**src/rtl/dense_layer_seq.sv**
```systemverilog
// -----------------------------------------------------------------------------
// dense_layer_seq
//
// Sequential fully-connected layer with ReLU:
//   out[j] = relu( sum_i in[i] * w[i*D2 + j] + b[j] )   for j = 0..D2-1
// All arithmetic wraps modulo 2^W. Each product keeps only its low W bits, and
// the accumulator is W bits wide.
//
// The D1 input elements are buffered first. Each output j is then computed with
// one weight read per cycle from an external synchronous memory (1-cycle read
// latency). A bias read follows, and the ReLU result is presented on a
// valid/ready output port.
//
// Ports
//   clk        rising-edge clock
//   rst_n      synchronous active-low reset
//   in_valid   input element valid
//   in_data    input element (signed, W bits), indices 0..D1-1 in arrival order
//   in_ready   block accepts an input element (IDLE / LOAD)
//   w_rd_en    weight memory read strobe
//   w_addr     weight address i*D2+j
//   w_rdata    weight data, valid one cycle after w_rd_en
//   b_rd_en    bias memory read strobe
//   b_addr     bias address j
//   b_rdata    bias data, valid one cycle after b_rd_en
//   out_valid  output element valid
//   out_ready  consumer accepts the output element
//   out_data   ReLU output element
//   out_idx    index j of out_data
//   done       one-cycle pulse after the last output handshake
// -----------------------------------------------------------------------------
module dense_layer_seq #(
  parameter int D1 = 4,
  parameter int D2 = 4,
  parameter int W  = 8
) (
  input  logic                                        clk,
  input  logic                                        rst_n,
  input  logic                                        in_valid,
  input  logic [W-1:0]                                in_data,
  output logic                                        in_ready,
  output logic                                        w_rd_en,
  output logic [((D1*D2 > 1) ? $clog2(D1*D2) : 1)-1:0] w_addr,
  input  logic [W-1:0]                                w_rdata,
  output logic                                        b_rd_en,
  output logic [((D2 > 1) ? $clog2(D2) : 1)-1:0]      b_addr,
  input  logic [W-1:0]                                b_rdata,
  output logic                                        out_valid,
  input  logic                                        out_ready,
  output logic [W-1:0]                                out_data,
  output logic [((D2 > 1) ? $clog2(D2) : 1)-1:0]      out_idx,
  output logic                                        done
);

  localparam int WAW = (D1*D2 > 1) ? $clog2(D1*D2) : 1;
  localparam int JW  = (D2 > 1) ? $clog2(D2) : 1;
  localparam int CW  = (D1 > 1) ? $clog2(D1) : 1;

  typedef enum logic [2:0] {
    S_IDLE,
    S_LOAD,
    S_MAC,
    S_BIAS,
    S_OUT
  } state_t;

  state_t                r_state;
  state_t                w_next;

  // r_cnt counts accepted elements in IDLE/LOAD and issued weight reads in MAC
  logic [CW-1:0]         r_cnt;
  logic [JW-1:0]         r_j;
  logic signed [W-1:0]   r_buf [D1];
  logic signed [W-1:0]   r_acc;
  logic                  r_mac_vld_p1;
  logic [CW-1:0]         r_mac_idx_p1;
  logic                  r_bias_ph;
  logic [W-1:0]          r_out_data;
  logic [JW-1:0]         r_out_idx;
  logic                  r_done;

  logic                  w_accept;
  logic                  w_out_hs;
  logic                  w_last_el;
  logic                  w_last_j;
  logic signed [W-1:0]   w_sum;

  // Multiply-accumulate, keeping only the low W bits of the product.
  function automatic logic signed [W-1:0] f_mac(input logic signed [W-1:0] acc,
                                                input logic signed [W-1:0] a,
                                                input logic signed [W-1:0] b);
    logic signed [2*W-1:0] prod;
    prod = a * b;
    return acc + prod[W-1:0];
  endfunction

  // ReLU on a W-bit two's-complement value.
  function automatic logic [W-1:0] f_relu(input logic signed [W-1:0] x);
    return x[W-1] ? '0 : x;
  endfunction

  assign w_accept  = in_valid && in_ready;
  assign w_out_hs  = out_valid && out_ready;
  assign w_last_el = (r_cnt == CW'(D1 - 1));
  assign w_last_j  = (r_j == JW'(D2 - 1));
  assign w_sum     = r_acc + signed'(b_rdata);

  // State register
  always_ff @(posedge clk) begin
    if (!rst_n) begin
      r_state <= S_IDLE;
    end else begin
      r_state <= w_next;
    end
  end

  // Next-state logic
  always_comb begin
    w_next = r_state;
    case (r_state)
      // In IDLE the counter is 0, so w_last_el is true only when D1 == 1.
      S_IDLE: if (w_accept) w_next = w_last_el ? S_MAC : S_LOAD;
      S_LOAD: if (w_accept && w_last_el) w_next = S_MAC;
      S_MAC:  if (w_last_el) w_next = S_BIAS;
      // Phase 0 issues the bias read; phase 1 sees the bias data.
      S_BIAS: if (r_bias_ph) w_next = S_OUT;
      S_OUT:  if (w_out_hs) w_next = w_last_j ? S_IDLE : S_MAC;
      default: w_next = S_IDLE;
    endcase
  end

  // Output logic
  always_comb begin
    in_ready  = (r_state == S_IDLE) || (r_state == S_LOAD);
    w_rd_en   = (r_state == S_MAC);
    b_rd_en   = (r_state == S_BIAS) && !r_bias_ph;
    out_valid = (r_state == S_OUT);
    w_addr    = '0;
    if (r_state == S_MAC) begin
      w_addr = WAW'(32'(r_cnt) * D2 + 32'(r_j));
    end
    b_addr    = r_j;
    out_data  = r_out_data;
    out_idx   = r_out_idx;
    done      = r_done;
  end

  // Input buffer; contents survive reset.
  always_ff @(posedge clk) begin
    if (w_accept) begin
      r_buf[r_cnt] <= signed'(in_data);
    end
  end

  // Counters, accumulator and output registers
  always_ff @(posedge clk) begin
    if (!rst_n) begin
      r_cnt        <= '0;
      r_j          <= '0;
      r_acc        <= '0;
      r_mac_vld_p1 <= 1'b0;
      r_mac_idx_p1 <= '0;
      r_bias_ph    <= 1'b0;
      r_out_data   <= '0;
      r_out_idx    <= '0;
      r_done       <= 1'b0;
    end else begin
      // p0 -> p1: weight read issued; the data returns on the next cycle
      r_mac_vld_p1 <= w_rd_en;
      r_mac_idx_p1 <= r_cnt;
      r_done       <= w_out_hs && w_last_j;

      if (w_accept || (r_state == S_MAC)) begin
        r_cnt <= w_last_el ? '0 : r_cnt + 1'b1;
      end

      if (r_state == S_BIAS) begin
        r_bias_ph <= ~r_bias_ph;
      end

      // No product is pending on the first read of an output, so that cycle
      // clears the accumulator.
      if ((r_state == S_MAC) && (r_cnt == '0)) begin
        r_acc <= '0;
      end else if (r_mac_vld_p1) begin
        r_acc <= f_mac(r_acc, r_buf[r_mac_idx_p1], signed'(w_rdata));
      end else if ((r_state == S_BIAS) && r_bias_ph) begin
        r_acc <= w_sum;
      end

      // p1 -> out: the bias is available, so register the ReLU result
      if ((r_state == S_BIAS) && r_bias_ph) begin
        r_out_data <= f_relu(w_sum);
        r_out_idx  <= r_j;
      end

      if (w_out_hs) begin
        r_j <= w_last_j ? '0 : r_j + 1'b1;
      end
    end
  end

endmodule
```
**config.mk**
```make
export PLATFORM = sky130hd
export DESIGN_NAME = dense_layer_seq
export DESIGN_NICKNAME = d
export VERILOG_FILES = /design/src/rtl/dense_layer_seq.sv
export SDC_FILE = /design/constraint.sdc
export NUM_CORES = 1
export LEC_CHECK = 0
export BUFFER_PORTS_ARGS = -buffer_cell sky130_fd_sc_hd__buf_2
export CORE_MARGIN = 4
export CORE_UTILIZATION = 50
export CTS_CLUSTER_DIAMETER = 30
export CTS_CLUSTER_SIZE = 28
export DETAILED_ROUTE_END_ITERATION = 8
export MAX_ROUTING_LAYER = met4
export PLACE_DENSITY = 0.79
export SLEW_MARGIN = 15
export SYNTH_ARGS = -nofsm -noshare
export SYNTH_HDL_FRONTEND = slang
export SYNTH_SLANG_ARGS = --single-unit
```
**constraint.sdc**
```tcl
create_clock -name clk -period 5.2 [get_ports clk]
set_input_delay 0.52 -clock clk [delete_from_list [all_inputs] [get_ports clk]]
set_output_delay 0.52 -clock clk [all_outputs]
set_load 0.01 [all_outputs]
```
==> out/metrics.yaml <==
tritoncts: "done"
yosys.area_share.simple: 0.143
syn2layout_area_growth_pct: 13.7
cts.reportedPaths.clkPinSlew_ps: 70
fin_util: 0.596
clockRootBuffer: "clkbuf_8"
nets: 490
fmax_mhz: 199
drv_cap: 0
fp.dieH_um: 95.9
std_cell_rows: 31
antenna_found_initial: 0
synth-compound-area-share: 0.0800
postPlaceCellArea_mm2: 0.00418
post_cts_buffers: 0
multi_input_area_mm2: 0.00211
period_share: 0.965
dieArea_mm2: 0.00919
die_x_um: 95.9
routed_wl_um: 7400
setup_tns_ps: 0
numCtsBuffers: 9
syn-num-nets: 442
use_met3: 0.0297
status: "complete, no violations"
synth_top_family_by_area: "adder cells"
layout_common_cells: "51 x nand2_1, 47 x buf_2, 40 x inv_1, 32 x ha_1, 32 x edfxtp_1"
gp_congestion: 0.824
num_antenna_cells: 0
finalHoldViolCount: 0
setup_violations: 0
path_buf_inv: 3
crit_arrival_ps: 5240
cp.required_ps: 5420
grt_max_degree: 26
port_buffers: 47
vias_per_cell: 5.25
p_leak_nw: 1.92
clockBufferDepth: 2
fin_crit_ps: 5020
synth.mux.area_fraction: 0.0645
ys_seq_elements: 61
use_met2: 0.298
crit_type: "flop to flop"
drive_above_1_share: 0.185
hold_buffers: 0
crit_slowest_cell: "mux4_1"
tightest_slew_ps: 886
seqCellArea_mm2: 0.00154
setup_slack_ps: 183
synth_cell_types: 42
htreeDepth: 3
cp_top_family: "adder cells"
avgSynthCellArea_um2: 10.6
grt.met1_usage: 0.211
ys_seq_area_frac: 0.399
fin_hold_ws_ps: 389
mostFrequentLayoutCell: "nand2_1"
rsz0062_at_grt: "false"
crit_chain: "mux4_1, nand2_1, fa_1, inv_1, fa_1, ha_1, inv_1, fa_1, inv_1, ha_1, ha_1, a21o_1, a21oi_1, xnor2_1, xnor2_1, xnor3_1, mux2i_1, nor2_1"
cp-start-kind: "flop"
first_iter_violations: 124
place_ws_ps: 35.9
fill_cells: 624
synth_warnings: 0
pin_count: 49
synth_area_leaders: "edfxtp_1 25%, dfxtp_1 15%, ha_1 10%, fa_1 9.8%, nand2_1 5.0%"
grt_overflow: 0
synth_xor_area_frac: 0.0577
drc: 0
busiest_layer: "met2"
vias: 2704
initial_utilization: 0.524
max_stage_delay_ps: 650
globalRouteTotalUtil: 0.181
yosysTopAreaCell: "edfxtp_1"
endpoint_kind: "flop"
vdd_drop_max_v: 0.000310
fp.coreArea_mm2: 0.00737
antenna_left: 0
dr.pass1.iters: 4
grt_pass1_wl_um: 12300
finalInstanceArea_mm2: 0.00439
clock-sinks: 61
hpwl_um: 5700
synthesis.area_mm2: 0.00386
clk_latency_ps: 340
grt_pass1_vias: 2726
crit_fanout: 6
hold_path_class: "input port to flop"
skew_ps: 6.85
slew_viol_final: 0
ys_async_sr_fraction: 0
netlist.area_leader.share: 0.249
p_per_area_mw_per_mm2: 508
synth_fa_ha_area_frac: 0.202
ys.flop_type: "edfxtp_1"
slew_headroom: 0.407
netlist_instances: 363
synth_edf_count: 32
wl_per_cell_um: 14.4
## where the power goes
group	internal [mW]	switching (mW)
sequential	0.569	0.0486
combinational	0.559	0.583
clock	0.272	0.199
total	1.40	0.831
## sequential cells by signal (all words and copies together), names as in the netlist, named ones only
signal,flops
b_addr,2
done,1
out_data,7
out_idx,2
r_acc,8
r_bias_ph,1
r_buf,32
r_cnt,2
r_mac_vld_p1,1
r_state,3
## final timing paths
path,startpoint,end,slack (ps),depth (start not counted)
setup / recovery,flop,r_acc[7]$_SDFFE_PP0P_,180,18
hold / removal,in_data[1],r_buf[1][1]$_DFFE_PP_,390,1
setup reg to reg,flop,r_acc[7]$_SDFFE_PP0P_,180,18
hold reg to reg,out_data[5]$_SDFFE_PN0P_,out_data[5]$_SDFFE_PN0P_,460,2
## layout make-up
type,instances,share of cell area
repair buffers,48,0.0553
flip-flops and latches,61,0.351
clock buffers,9,0.0282
clock inverters,7,0.0225
well taps,99,0.0282
inverters,40,0.0342
multi-input cells,251,0.480
## kinds of logic (layout without fill, tap and decap cells)
logic type | Yosys count | in the layout
and+or+nand+nor | 116 | 116
DFF | 61 | 61
adders and majority gates | 51 | 51
buffers and inverters | 51 | 104
AOI/OAI and AO/OA | 47 | 47
xor gates and xnor gates | 23 | 23
muxes | 13 | 13
other | 1 | 1
## worst reg2reg max path, stage by stage, from the launching register on
cell	delay (ps)
dfxtp_2	430
mux4_1	650
nand2_1	120
fa_1	420
inv_1	80
fa_1	430
ha_1	290
inv_1	50
fa_1	520
inv_1	40
ha_1	300
ha_1	300
a21o_1	150
a21oi_1	170
xnor2_1	160
xnor2_1	160
xnor3_1	420
mux2i_1	150
nor2_1	50
## cells in the mapped netlist, drive strengths merged, types with 2 or more instances
cell type / count
nor3: 5
o21ai: 8
dfxtp: 29
nor2b: 13
mux4: 8
a21o: 3
a31oi: 2
and3: 8
inv: 40
buf: 3
edfxtp: 32
mux2i: 5
xnor2: 18
fa: 19
ha: 32
nor2: 20
nand2: 51
clkbuf: 8
a21oi: 11
a22oi: 3
a21boi: 8
o21a: 4
and2: 13
nand3: 2
a211oi: 4
xor2: 4
## stage by stage
stage,std cells,total power [mW]
after floorplan,363,1.52
after global placement,499,1.71
after detailed placement,499,1.78
after CTS,515,2.26
after global routing,515,2.42
final,515,2.23
## timing repair
item	in CTS	in global routing
hold endpoints to repair	0	0
resized for setup	0	3
setup endpoints to repair	0	1
## layer usage
| layer | wire (µm) | vias to the layer above | part of all wire |
|---|---|---|---|
| met1 | 3170 | 1295 | 0.43 |
| met3 | 295 | 16 | 0.040 |
| met5 | 0 | - | 0 |
| met2 | 3760 | 65 | 0.51 |
| met4 | 184 | 0 | 0.025 |
| li1 | - | 1328 | - |
(Power assumes the default switching activity.)
